[config.mk]
export PLATFORM = sky130hd
export DESIGN_NAME = seg_msg_sequencer
export DESIGN_NICKNAME = d
export VERILOG_FILES = /design/src/rtl/seg_msg_sequencer.sv
export SDC_FILE = /design/constraint.sdc
export NUM_CORES = 1
export LEC_CHECK = 0
export CELL_PAD_IN_SITES_DETAIL_PLACEMENT = 1
export CELL_PAD_IN_SITES_GLOBAL_PLACEMENT = 2
export CORE_MARGIN = 2
export CORE_UTILIZATION = 35
export DETAILED_ROUTE_END_ITERATION = 10
export PLACE_DENSITY = 0.8
export SLEW_MARGIN = 10
export SYNTH_ARGS = -nofsm -noshare
export SYNTH_HDL_FRONTEND = slang
export SYNTH_SLANG_ARGS = --single-unit
[constraint.sdc]
create_clock -name clk -period 4 [get_ports clk]
set_input_delay 0.8 -clock clk [delete_from_list [all_inputs] [get_ports clk]]
set_output_delay 0.8 -clock clk [all_outputs]
set_load 0.02 [all_outputs]
[src/rtl/seg_msg_sequencer.sv]
// seg_msg_sequencer
//   Shows the fixed message "UNInOrtE" on one 7-segment digit, one character
//   at a time. Either auto-scrolls at a programmable rate or single-steps on
//   rising edges of a step level.
//
//   Parameters
//     PRE_SHIFT  character period P = (speed+1) << PRE_SHIFT cycles
//     BLANK_CYC  blank cycles between characters (0 = no blank phase)
//     CNT_W      prescaler width, must hold (8 << PRE_SHIFT) - 1
//
//   Ports
//     clk       system clock
//     rst_n     synchronous active-low reset (wins over ena)
//     ena       clock enable, 0 freezes every register
//     run       1 = auto-scroll, 0 = hold / manual step
//     step      level input, rising edge advances one char while run=0
//     dir       0 = forward, 1 = reverse
//     speed     rate select
//     seg_out   segments {g,f,e,d,c,b,a}, active-high, registered
//     dp        decimal point, registered
//     char_idx  current message index, registered
//
//   Build option
//     SEG_DP_HEARTBEAT_EN  when defined, dp toggles on every index advance;
//                          otherwise dp is tied to 0.
//
//   state | meaning
//   HOLD  | prescaler cleared; manual stepping, waiting for run
//   SHOW  | character displayed, prescaler counting up to P-1
//   BLANK | digit dark, prescaler counting up to BLANK_CYC-1
module seg_msg_sequencer #(
   parameter int PRE_SHIFT = 20,
   parameter int BLANK_CYC = 0,
   parameter int CNT_W     = 24
) (
   input  logic       clk,
   input  logic       rst_n,
   input  logic       ena,
   input  logic       run,
   input  logic       step,
   input  logic       dir,
   input  logic [2:0] speed,
   output logic [6:0] seg_out,
   output logic       dp,
   output logic [2:0] char_idx
);

   typedef enum logic [1:0] {
      ST_HOLD  = 2'd0,
      ST_SHOW  = 2'd1,
      ST_BLANK = 2'd2
   } state_t;

   localparam logic [CNT_W-1:0] BLANK_LAST =
      (BLANK_CYC > 0) ? CNT_W'(BLANK_CYC - 1) : '0;

   state_t           state_q, state_d;
   logic [2:0]       idx_q, idx_d;
   logic [CNT_W-1:0] pre_q, pre_d;
   logic             step_q;
   logic [6:0]       seg_q;
   logic [2:0]       cidx_q;
   logic             adv;
   logic             step_edge;
   logic [2:0]       idx_adv;
   logic [CNT_W-1:0] per_last;

   function automatic logic [6:0] char_rom(input logic [2:0] i);
      case (i)
         3'd0:    char_rom = 7'h3E;
         3'd1:    char_rom = 7'h54;
         3'd2:    char_rom = 7'h06;
         3'd3:    char_rom = 7'h54;
         3'd4:    char_rom = 7'h3F;
         3'd5:    char_rom = 7'h50;
         3'd6:    char_rom = 7'h78;
         default: char_rom = 7'h79;
      endcase
   endfunction

   assign step_edge = step & ~step_q;
   assign idx_adv   = dir ? (idx_q - 3'd1) : (idx_q + 3'd1);
   assign per_last  = ((CNT_W'(speed) + CNT_W'(1)) << PRE_SHIFT) - CNT_W'(1);

   always_comb begin
      state_d = state_q;
      pre_d   = pre_q;
      adv     = 1'b0;
      case (state_q)
         ST_HOLD: begin
            pre_d = '0;
            // run has priority: a step edge in the same cycle is dropped
            if (run)
               state_d = ST_SHOW;
            else if (step_edge)
               adv = 1'b1;
         end
         ST_SHOW: begin
            if (!run) begin
               state_d = ST_HOLD;
               pre_d   = '0;
            end else if (pre_q >= per_last) begin
               // >= so a speed drop below the current count advances at once
               pre_d = '0;
               if (BLANK_CYC > 0)
                  state_d = ST_BLANK;
               else
                  adv = 1'b1;
            end else begin
               pre_d = pre_q + CNT_W'(1);
            end
         end
         ST_BLANK: begin
            if (!run) begin
               state_d = ST_HOLD;
               pre_d   = '0;
            end else if (pre_q == BLANK_LAST) begin
               pre_d   = '0;
               adv     = 1'b1;
               state_d = ST_SHOW;
            end else begin
               pre_d = pre_q + CNT_W'(1);
            end
         end
         default: begin
            state_d = ST_HOLD;
            pre_d   = '0;
         end
      endcase
      idx_d = adv ? idx_adv : idx_q;
   end

   always_ff @(posedge clk) begin
      if (!rst_n) begin
         state_q <= ST_HOLD;
         idx_q   <= 3'd0;
         pre_q   <= '0;
         step_q  <= 1'b0;
         seg_q   <= 7'h00;
         cidx_q  <= 3'd0;
      end else if (ena) begin
         state_q <= state_d;
         idx_q   <= idx_d;
         pre_q   <= pre_d;
         step_q  <= step;
         seg_q   <= (state_q == ST_BLANK) ? 7'h00 : char_rom(idx_q);
         cidx_q  <= idx_q;
      end
   end

`ifdef SEG_DP_HEARTBEAT_EN
   logic dp_q;

   always_ff @(posedge clk) begin
      if (!rst_n)
         dp_q <= 1'b0;
      else if (ena && adv)
         dp_q <= ~dp_q;
   end

   assign dp = dp_q;
`else
   assign dp = 1'b0;
`endif

   assign seg_out  = seg_q;
   assign char_idx = cidx_q;

endmodule

[Word-level counts from Yosys, hierarchy flattened]
Index checks and enable logic that the tools add are counted.
Storage, ports and cells
  memories: 0
  logic and storage cells: 51
  bits in writable memories: 0
  input bits: 9
  latch bits: 0
  output and inout bits: 11
  register bits after elaboration: 40
  ROM bits: 0
Operators by class
  shifts and indexed selects: 0
  divide/modulo/power cells: 0
  reduce and logical (&&, ||, !) cells: 6
  bitwise logic cells: 2
  multiply operators: 0
  $lt $le $gt $ge: 1
  equal/unequal tests: 11
  muxes and demuxes: 20
  add/sub/neg operators: 5
Operators with widths (count)
  24-bit two-way mux: 4
  24-bit case mux with 2 select lines: 1
  7-bit case mux with 6 select lines: 1
  24-bit by 1-bit adder with 24-bit output, second input constant: 1
  24-bit greater-or-equal comparator: 1
  24-bit logical NOT: 1
  24-bit by 1-bit subtractor with 24-bit output, second input constant: 1
  3-bit == test, second input constant: 3
  2-bit two-way mux: 4
  7-bit two-way mux: 1
  3-bit by 2-bit == test with 1-bit output, second input constant: 2
  1-bit two-way mux: 6
  2-bit case mux with 3 select lines: 1
  3-bit by 1-bit adder with 4-bit output, second input constant: 1
  2-bit inequality test, second input constant: 2
  4-bit AND reduction: 1
  3-bit by 1-bit adder with 3-bit output, second input constant: 1
  3-bit by 1-bit == test with 1-bit output, second input constant: 1
  3-bit logical NOT: 1
  3-bit two-way mux: 1
  3-bit inequality test, second input constant: 1
  1-bit case mux with 3 select lines: 1
  3-bit by 1-bit subtractor with 3-bit output, second input constant: 1
  2-bit by 1-bit == test with 1-bit output, second input constant: 1
  6 further kinds: 6

[Logic depth before layout (Yosys ltp)]
  word-level depth: 7
  mapped depth: 12
  gate-level depth less buffers: 11

[Worst setup path after synthesis]
OpenSTA, ideal clock, no wires.
  path kind: input to register
  from: input speed[0]
  to: register pre_q[7]
  slack: 1209 ps
  data arrival time: 2676 ps
  cell stages on the path: 12
  cell sequence: ha_1 -> nor2b_1 -> xnor2_1 -> nor2_1 -> o21ai_0 -> ha_1 -> nand2_1 -> nor3_1 -> a211oi_2 -> o21ai_2 -> buf_6 -> nor2_1
On the way
  longest elaborated chain between the ends: 6
RTL lines
  from (decl): line 42  | input logic [2:0] speed,
  3-bit by 1-bit adder with 4-bit output: line 83  | assign per_last = ((CNT_W'(speed) + CNT_W'(1)) << PRE_SHIFT) - CNT_W'(1);
  24-bit by 1-bit subtractor with 24-bit output: line 83
  24-bit greater-or-equal comparator: line 102  | end else if (pre_q >= per_last) begin
  24-bit two-way mux: line 102
  24-bit two-way mux: line 99  | if (!run) begin
  24-bit case mux with 2 select lines: line 89  | case (state_q)
  to (signal assigned): line 144  | pre_q <= pre_d;
  to (decl): line 59  | logic [CNT_W-1:0] pre_q, pre_d;
Every way passes these cells.
A chain may end at the register's enable or synchronous reset.

[Final worst setup path]
  from: input speed[1]
  to: register pre_q[10]
Same word-level chain as after synthesis.

==> run_summary.xml <==
<?xml version="1.0" encoding="UTF-8"?>
<metrics>
  <group name="grt">
    <metric name="top_usage_layer" unit="">met2</metric>
    <metric name="grtUsageMet3" unit="">0.0382</metric>
    <metric name="initial_antenna_violation_count" unit="">0</metric>
    <metric name="first_global_vias" unit="">1669</metric>
    <metric name="overall_overflow_remaining_after_global_route" unit="">0</metric>
    <metric name="grt_use_met2" unit="">0.258</metric>
    <metric name="grt_usage" unit="">0.157</metric>
    <metric name="use_met1" unit="">0.200</metric>
    <metric name="grt_pass1_wl" unit="um">7820</metric>
    <metric name="grt_start_max_net_pins" unit="">22</metric>
  </group>
  <group name="worst_setup_path">
    <metric name="worst_r2r_startpoint" unit="">pre_q[8]</metric>
    <metric name="worstPathCellList" unit="">clkdlybuf4s50_1, ha_1, nor2b_1, xnor2_1, nor2_1, o21ai_0, ha_1, nand2_1, nor3_1, a211oi_2, o21ai_2, nor2_1</metric>
    <metric name="timing.critical_path.required" unit="ns">4.14</metric>
    <metric name="reg2reg_depth" unit="">5</metric>
    <metric name="cp.depth" unit="">12</metric>
    <metric name="category_of_the_worst_setup_path_launch_point" unit="">input port</metric>
    <metric name="cp-startpoint" unit="">speed[1]</metric>
    <metric name="critPathKind" unit="">input port to register</metric>
    <metric name="critPathBufInv" unit="">1</metric>
    <metric name="worstSetupEndpointType" unit="">register</metric>
    <metric name="worstPathArrival" unit="ns">3.69</metric>
    <metric name="timing.critical_path.slowest_stage_cell" unit="">o21ai_2</metric>
    <metric name="rrSetupSlack" unit="ns">1.59</metric>
    <metric name="setup.worst_path.end" unit="">pre_q[10]</metric>
    <metric name="critical_path.top_delay_family" unit="">compound AO/OA/AOI/OAI gates</metric>
    <metric name="max_stage_delay" unit="ns">0.72</metric>
    <metric name="critical_path.max_fanout" unit="">21</metric>
    <metric name="reg2reg_to" unit="">pre_q[10]</metric>
  </group>
  <group name="synth">
    <metric name="ys_warns" unit="">0</metric>
    <metric name="synth.lib_cells_used.distinct" unit="">41</metric>
    <metric name="syn_nets" unit="">254</metric>
    <metric name="number_of_enable_flip_flop_cells_after_synthesis" unit="">0</metric>
    <metric name="postSynth.topFlopCell" unit="">dfxtp_1</metric>
    <metric name="postSynth.asyncResetShare" unit="">0</metric>
    <metric name="synth_area_per_cell" unit="um^2">8.69</metric>
    <metric name="synth-seq-area-share" unit="">0.376</metric>
    <metric name="synth_seq_cells" unit="">38</metric>
    <metric name="cells_after_synthesis" unit="">233</metric>
    <metric name="syn-cell-area" unit="um^2">2030</metric>
  </group>
  <group name="floorplan">
    <metric name="fp.dieW" unit="um">80.1</metric>
    <metric name="std_cell_rows" unit="">27</metric>
    <metric name="die_height" unit="um">80.1</metric>
    <metric name="placeableCoreArea" unit="um^2">5540</metric>
    <metric name="boundaryPins" unit="">20</metric>
    <metric name="start_util" unit="">0.366</metric>
    <metric name="design.die.area" unit="um^2">6410</metric>
  </group>
  <group name="finish">
    <metric name="area_growth" unit="%">16.5</metric>
    <metric name="proportion_of_layout_cells_with_a_drive_suffix_above_1" unit="">0.0680</metric>
    <metric name="final_net_count" unit="">270</metric>
    <metric name="antenna_cells_inserted" unit="">0</metric>
    <metric name="n_fill_cell" unit="">685</metric>
  </group>
  <group name="flow_run">
    <metric name="drv.max_cap_violation_count" unit="">0</metric>
  </group>
  <group name="clock_network">
    <metric name="post_cts_resized" unit="">0</metric>
    <metric name="tritoncts" unit="">done</metric>
    <metric name="clkSinkCount" unit="">38</metric>
    <metric name="cts.htree.levels" unit="">2</metric>
    <metric name="clock_latency_on_the_worst_skew_pair" unit="ns">0.29</metric>
    <metric name="clock_slew_at_the_register_clock_pins_of_the_worst_setup_and_hold_paths" unit="ns">0.08</metric>
    <metric name="post_cts_setup_repair_bufs" unit="">0</metric>
    <metric name="clock-root-buffer" unit="">clkbuf_8</metric>
    <metric name="cts_max_path_buffers" unit="">2</metric>
    <metric name="numCtsBuffers" unit="">5</metric>
    <metric name="cts.hold.buffers_added" unit="">0</metric>
  </group>
  <group name="timing">
    <metric name="slew_viol_final" unit="">0</metric>
    <metric name="rsz0062_at_grt" unit="">no</metric>
    <metric name="fmaxAchievable" unit="GHz">0.282</metric>
    <metric name="setup_viol" unit="">0</metric>
    <metric name="maxSlewHeadroom" unit="">0.399</metric>
    <metric name="number_of_hold_violations_in_the_final_report" unit="">0</metric>
    <metric name="setup-tns-final" unit="ns">0</metric>
    <metric name="final.period_utilization" unit="">0.887</metric>
    <metric name="worstMarginPinSlew" unit="ns">0.889</metric>
    <metric name="min_period" unit="ns">3.55</metric>
    <metric name="finClkSkew" unit="ns">0.00636</metric>
  </group>
  <group name="placement">
    <metric name="hpwl" unit="um">3270</metric>
    <metric name="globalplace.congestion" unit="">0.720</metric>
    <metric name="port-buffer-count" unit="">18</metric>
  </group>
  <group name="routing">
    <metric name="detail-route-antenna-nets" unit="">0</metric>
    <metric name="finalWirelength" unit="um">4480</metric>
    <metric name="via_count" unit="">1618</metric>
    <metric name="detail_route.drc_violations" unit="">0</metric>
    <metric name="avg_vias_per_cell" unit="">5.02</metric>
    <metric name="drt_pass1_iterations" unit="">4</metric>
    <metric name="detail_route.wl_per_cell" unit="um">13.9</metric>
    <metric name="first_iter_violations" unit="">34</metric>
  </group>
  <group name="pwr">
    <metric name="power_per_cell_area" unit="nW/um^2">324</metric>
    <metric name="power_frac_seq" unit="">0.508</metric>
    <metric name="netSwitchingFraction" unit="">0.229</metric>
    <metric name="design_power_total" unit="mW">0.764</metric>
    <metric name="power_leakage" unit="nW">0.930</metric>
    <metric name="net-switching-power" unit="mW">0.175</metric>
    <metric name="proportion_of_power_drawn_by_the_clock_network" unit="">0.404</metric>
    <metric name="comb_power_share" unit="">0.089</metric>
    <metric name="vdd.ir_drop.worst" unit="mV">0.137</metric>
    <metric name="intPower" unit="mW">0.589</metric>
  </group>
  <group name="run_status">
    <metric name="status" unit="">finished, final reports clean</metric>
  </group>
  <group name="min_path">
    <metric name="timing.hold.worst.class" unit="">register to register</metric>
  </group>
</metrics>
logic make-up after synthesis:
kind of cell | Yosys count | share of synthesized area
and+or+nand+nor | 97 | 0.253
DFF | 38 | 0.376
AOI/OAI and AO/OA | 33 | 0.112
xor gates and xnor gates | 23 | 0.0994
buffers and inverters | 23 | 0.0543
adders and majority gates | 12 | 0.0741
muxes | 6 | 0.0296
other | 1 | 0.00185
power by group through the flow:
stage / clock, mW / sequential [mW] / combinational [mW]
6_report: 0.309 / 0.388 / 0.0677
5_1_grt: 0.336 / 0.389 / 0.0759
4_1_cts: 0.324 / 0.388 / 0.0692
3_5_place_dp: 0 / 0.397 / 0.0685
3_3_place_gp: 0 / 0.397 / 0.0675
2_1_floorplan: 0 / 0.402 / 0.0394
synthesized netlist by cell type (all sizes together) (3+ instances only):
cell	instances	share of area
nor2b	7	0.022
ha	12	0.074
xor2	15	0.065
nand2	20	0.037
nand4	8	0.028
dfxtp	38	0.38
and3	6	0.019
nand3	14	0.035
a21oi	3	0.0074
nor2	26	0.048
xnor2	8	0.035
inv	11	0.020
nor3	5	0.012
buf	6	0.023
a21boi	4	0.015
o21ai	12	0.032
clkbuf	6	0.011
mux2i	6	0.030
and4	5	0.022
per-layer routing:
layer  routed length, um  part of all wire
met4                  72             0.016
met3                 111             0.025
met5                   0                 0
met1                2290              0.51
met2                2010              0.45
per-stage QoR:
stage | area [um^2] | setup WS (ns) | hold slack (ns) | cells | utilization
after floorplan | 2030 | 1.21 | 0.463 | 233 | -
after global placement | 2250 | 0.199 | 0.461 | 314 | 0.406
after detailed placement | 2250 | 0.0816 | 0.472 | 314 | 0.406
after CTS | 2360 | 0.382 | 0.489 | 322 | 0.426
after global routing | 2360 | 0.0647 | 0.516 | 322 | 0.426
final | 2360 | 0.450 | 0.487 | 322 | 0.426
how the worst min path moves through the flow:
stage,start,end,slack (ns),cells after the start
floorplan,pre_q[1],pre_q[1],0.46,2
global placement,seg_out[0],seg_out[0],0.46,1
detailed placement,seg_out[0],seg_out[0],0.47,1
CTS,seg_out[0],seg_out[0],0.49,1
global route,seg_out[0],seg_out[0],0.52,1
finish,seg_out[0],seg_out[0],0.49,1
final cells by class:
class,instances,area [um^2],share of cell area
tap,72,90.1,0.0382
clock buffer,8,110,0.0467
sequential,38,761,0.322
timing repair buffer,21,203,0.0859
multi-input combinational,172,1150,0.489
inverter,11,41.3,0.0175
layout by cell type, fill, tap and decap left out, drive strengths merged, types with 4 or more instances in the layout:
| cell type | instances |
|---|---|
| nand4 | 8 |
| and3 | 6 |
| a21boi | 4 |
| xor2 | 15 |
| xnor2 | 8 |
| clkdlybuf4s50 | 18 |
| and4 | 5 |
| nand3 | 14 |
| nand2 | 20 |
| dfxtp | 38 |
| nor2b | 7 |
| nor2 | 26 |
| clkbuf | 8 |
| o21ai | 12 |
| mux2i | 6 |
| ha | 12 |
| inv | 11 |
| nor3 | 5 |
registers in the layout (all words and copies together), names as in the netlist:
| register | flops |
|---|---|
| seg_out | 6 |
| pre_q | 24 |
| state_q | 1 |
| char_idx | 3 |
| step_q | 1 |
| idx_q | 3 |
No activity file was read; power rests on OpenSTA's default activity.
==> edit 1: new RTL, same settings <==
The option `SEG_DP_HEARTBEAT_EN` is turned on by a define.
--- a/src/rtl/seg_msg_sequencer.sv
+++ b/src/rtl/seg_msg_sequencer.sv
@@ -30,2 +30,4 @@
 //   BLANK | digit dark, prescaler counting up to BLANK_CYC-1
+`define SEG_DP_HEARTBEAT_EN
+
 module seg_msg_sequencer #(
Formal check against the unedited RTL: not equivalent (Yosys sat finds a counterexample within 4 cycles, from zero or initial values and one cycle with rst_n low).
==> edit 1 against the unedited design <==
- wire length fell by 6.4%
- sequential cell count rose by 1
- worst setup slack improved by 0.13 ns
- combinational power rose by 4.3%
- design area fell by 1.0%
- via count fell by 1.4%
- area after synthesis fell by 1.2%
- power fell by 3.5%
- largest cell class unchanged
==> edit 1: results (changes against the unedited design) <==
met2 wire len = 1.85 mm (was 2.01 mm)
Overall Global Routing Usage = 0.150 (was 0.157)
Iteration-0 DRC Markers = 31 (was 34)
clk_skew = 0.00794 ns (was 0.00636 ns)
status = finished, final reports clean (unchanged)
Reg power frac = 0.543 (was 0.508)
multiplexer share of the synthesized area = 0.0300 (was 0.0296)
vias = 1596 (was 1618)
R2R setup slack = 1.96 ns (was 1.59 ns)
synth top area cells = dfxtp_1, ha_1, xnor2_1 (was dfxtp_1, ha_1, xor2_1)
first-pass GRT wire length = 7.45 mm (was 7.82 mm)
M1 WL = 2.18 mm (was 2.29 mm)
CP Data Arrival Time = 3.61 ns (was 3.69 ns)
combinational share of power = 0.096 (was 0.089)
RR Endpoint = idx_q[1]$_SDFFE_PN0P_ (was pre_q[10]$_SDFFE_PN0P_)
slowest CP cell = a311oi_1 (was o21ai_2)
WL met3 = 102 um (was 111 um)
IO Port Bufs = 19 (was 18)
area post-placement = 2250 um2 (about the same)
static leakage = 0.000854 uW (was 0.000930 uW)
routed len/inst = 13.1 um (was 13.9 um)
worst hold margin = 0.486 ns (was 0.487 ns)
slew of the pin with the lowest slew margin = 0.678 ns (was 0.889 ns)
Switching Share = 0.254 (was 0.229)
distinct cell type count of the synthesized netlist = 42 (was 41)
nets = 268 (was 270)
## edit 1: area by class of cell
type                       count  area, um2
tap                           72       90.1
clock inverter                 2       12.5
inverter                      13       48.8
timing repair buffer          22        213
sequential                    39        781
clock buffer                   6       72.6
fill                         666       3170
multi-input combinational    166       1120
## edit 1: metal layers
metal  GRT usage  vias up
met2       0.234       15
li1            -      819
met4      0.0621        0
met5           0        -
met3      0.0305        7
met1       0.201      755
## edit 1: cell families after synthesis
kind of cell / after synthesis
fa+ha+maj: 12
compound gates: 31
mux: 6
buf+inv: 21
simple gates: 92
flops: 39
xor+xnor: 25
## edit 1: through the flow
| stage | std cells | worst slack [ns] |
|---|---|---|
| floorplan | 226 | 1.11 |
| finish | 320 | 0.581 |
| CTS | 320 | 0.557 |
| detailed placement | 312 | 0.237 |
| global route | 320 | 0.0444 |
| global placement | 312 | 0.357 |
==> edit 2: new RTL, same settings <==
Made on the original files. Add an input register stage for `run`, `step`, `dir` and `speed`; this delays them by one clock. The other inputs are not delayed to match. Comments in the files are not updated.
--- a/src/rtl/seg_msg_sequencer.sv
+++ b/src/rtl/seg_msg_sequencer.sv
@@ -56,2 +56,14 @@
 
+   logic run_q;
+   logic step_r;
+   logic dir_q;
+   logic [2:0] speed_q;
+
+   always_ff @(posedge clk) begin
+      run_q   <= run;
+      step_r  <= step;
+      dir_q   <= dir;
+      speed_q <= speed;
+   end
+
    state_t           state_q, state_d;
@@ -80,5 +92,5 @@
 
-   assign step_edge = step & ~step_q;
-   assign idx_adv   = dir ? (idx_q - 3'd1) : (idx_q + 3'd1);
-   assign per_last  = ((CNT_W'(speed) + CNT_W'(1)) << PRE_SHIFT) - CNT_W'(1);
+   assign step_edge = step_r & ~step_q;
+   assign idx_adv   = dir_q ? (idx_q - 3'd1) : (idx_q + 3'd1);
+   assign per_last  = ((CNT_W'(speed_q) + CNT_W'(1)) << PRE_SHIFT) - CNT_W'(1);
 
@@ -92,3 +104,3 @@
             // run has priority: a step edge in the same cycle is dropped
-            if (run)
+            if (run_q)
                state_d = ST_SHOW;
@@ -98,3 +110,3 @@
          ST_SHOW: begin
-            if (!run) begin
+            if (!run_q) begin
                state_d = ST_HOLD;
@@ -113,3 +125,3 @@
          ST_BLANK: begin
-            if (!run) begin
+            if (!run_q) begin
                state_d = ST_HOLD;
@@ -144,3 +156,3 @@
          pre_q   <= pre_d;
-         step_q  <= step;
+         step_q  <= step_r;
          seg_q   <= (state_q == ST_BLANK) ? 7'h00 : char_rom(idx_q);
Behaviour: not the same (Yosys sat finds a counterexample within 4 cycles, from zero or initial values and one cycle with rst_n low).
==> edit 2 against the unedited design <==
- fmax rose by 18%
- critical path depth down 1
- sequential power up 17%
- power is 12% higher
- area after synthesis up 6.4%
- largest power group unchanged
- design area rose by 4.9%
- worst setup slack improved by 0.55 ns
- count of clock-buffer cells in the layout fell by 2
- sequential cell count is 6 higher
- wire length down 1.6%
- register-to-register slack lost 0.59 ns
- final cell count is 2.5% higher
- highest routed layer unchanged
- die area is 6.0% higher
==> edit 2: results (changes against the unedited design) <==
post-DP HPWL = 3.22 mm (was 3.27 mm)
Max-slew headroom = 0.498 (was 0.399)
clk_skew = 0.00959 ns (was 0.00636 ns)
R2R setup slack = 1.0 ns (was 1.59 ns)
Switching Share = 0.225 (was 0.229)
placed cell count = 322 (was 314)
first-pass GRT wire length = 7.72 mm (was 7.82 mm)
post-place setup slack = 0.943 ns (was 0.0816 ns)
post-synthesis net count = 257 (was 254)
peak supply drop = 0.000170 V (was 0.000137 V)
r2r startpoint = speed_q[1]$_DFF_P_ (was pre_q[8]$_SDFFE_PN0P_)
nets = 275 (was 270)
status = finished, final reports clean (unchanged)
routability cong. = 0.702 (was 0.720)
register area share after synthesis = 0.409 (was 0.376)
RR Endpoint = pre_q[4]$_SDFFE_PN0P_ (was pre_q[10]$_SDFFE_PN0P_)
Setup CP Type = reg2reg (was in2reg)
top cells by count, synth = dfxtp_1, nor2_1, nand2_1 (was dfxtp_1, nor2_1, nand2_1, xor2_1, nand3_1)
clock network power share = 0.391 (was 0.404)
CP Max Fanout = 24 (was 21)
CP Data Arrival Time = 3.16 ns (was 3.69 ns)
routed len/inst = 13.4 um (was 13.9 um)
final wirelength = 4.41 mm (was 4.48 mm)
synthesized area per cell = 9.13 um2 (was 8.69 um2)
share of cells above drive strength 1 = 0.0824 (was 0.0680)
Iteration-0 DRC Markers = 60 (was 34)
static leakage = 0.000931 uW (was 0.000930 uW)
synth top area cells = dfxtp_1, ha_1, nor2_1 (was dfxtp_1, ha_1, xor2_1)
vias in the first global route = 1675 (was 1669)
Overall Global Routing Usage = 0.148 (was 0.157)
R2R cell count = 11 (was 5)
Flop+latch power = 455 uW (was 388 uW)
largest net degree at the start of global routing = 25 (was 22)
## edit 2: kinds of logic (layout without fill, tap and decap cells)
family,Yosys count,in the layout,synth area share
XOR/XNOR,23,23,0.0935
flip-flops,44,44,0.409
multiplexers,8,8,0.0372
buffers and inverters,20,39,0.0546
AND/OR/NAND/NOR,102,102,0.249
AO/OA/AOI/OAI,26,26,0.0854
adder cells (fa/ha/maj),12,12,0.0697
other,1,1,0.00174
## edit 2: metal layers
| layer | GRT usage | vias up | wire length (um) |
|---|---|---|---|
| met3 | 0.0446 | 3 | 134 |
| met4 | 0.0350 | 0 | 20 |
| met2 | 0.240 | 15 | 1960 |
| li1 | - | 840 | - |
| met5 | 0 | - | 0 |
| met1 | 0.191 | 764 | 2300 |
## edit 2: worst max-delay path, stage by stage (launching register included)
cell,delay [ns]
dfxtp_1,0.34
ha_1,0.31
nor2b_1,0.14
xnor2_1,0.08
nor2_1,0.07
o21ai_0,0.09
ha_1,0.32
and4_1,0.19
nand4_1,0.12
or3_4,0.41
a41oi_4,0.67
nor2_1,0.12
## edit 2: area by class of cell
class / instances / area, um2
well taps: 75 / 93.8
flip-flops and latches: 44 / 881
clock inverters: 2 / 35.0
fillers: 698 / 3450
repair buffers: 20 / 195
clock buffers: 6 / 72.6
multi-input cells: 172 / 1160
inverters: 11 / 41.3
## edit 2: how the worst max path moves through the flow
stage / to / slack (ns)
floorplan: pre_q[11]$_SDFFE_PN0P_ / 1.45
global placement: pre_q[10]$_SDFFE_PN0P_ / 1.03
detailed placement: pre_q[6]$_SDFFE_PN0P_ / 0.94
CTS: pre_q[6]$_SDFFE_PN0P_ / 0.93
global route: pre_q[7]$_SDFFE_PN0P_ / 0.72
finish: pre_q[4]$_SDFFE_PN0P_ / 1.0
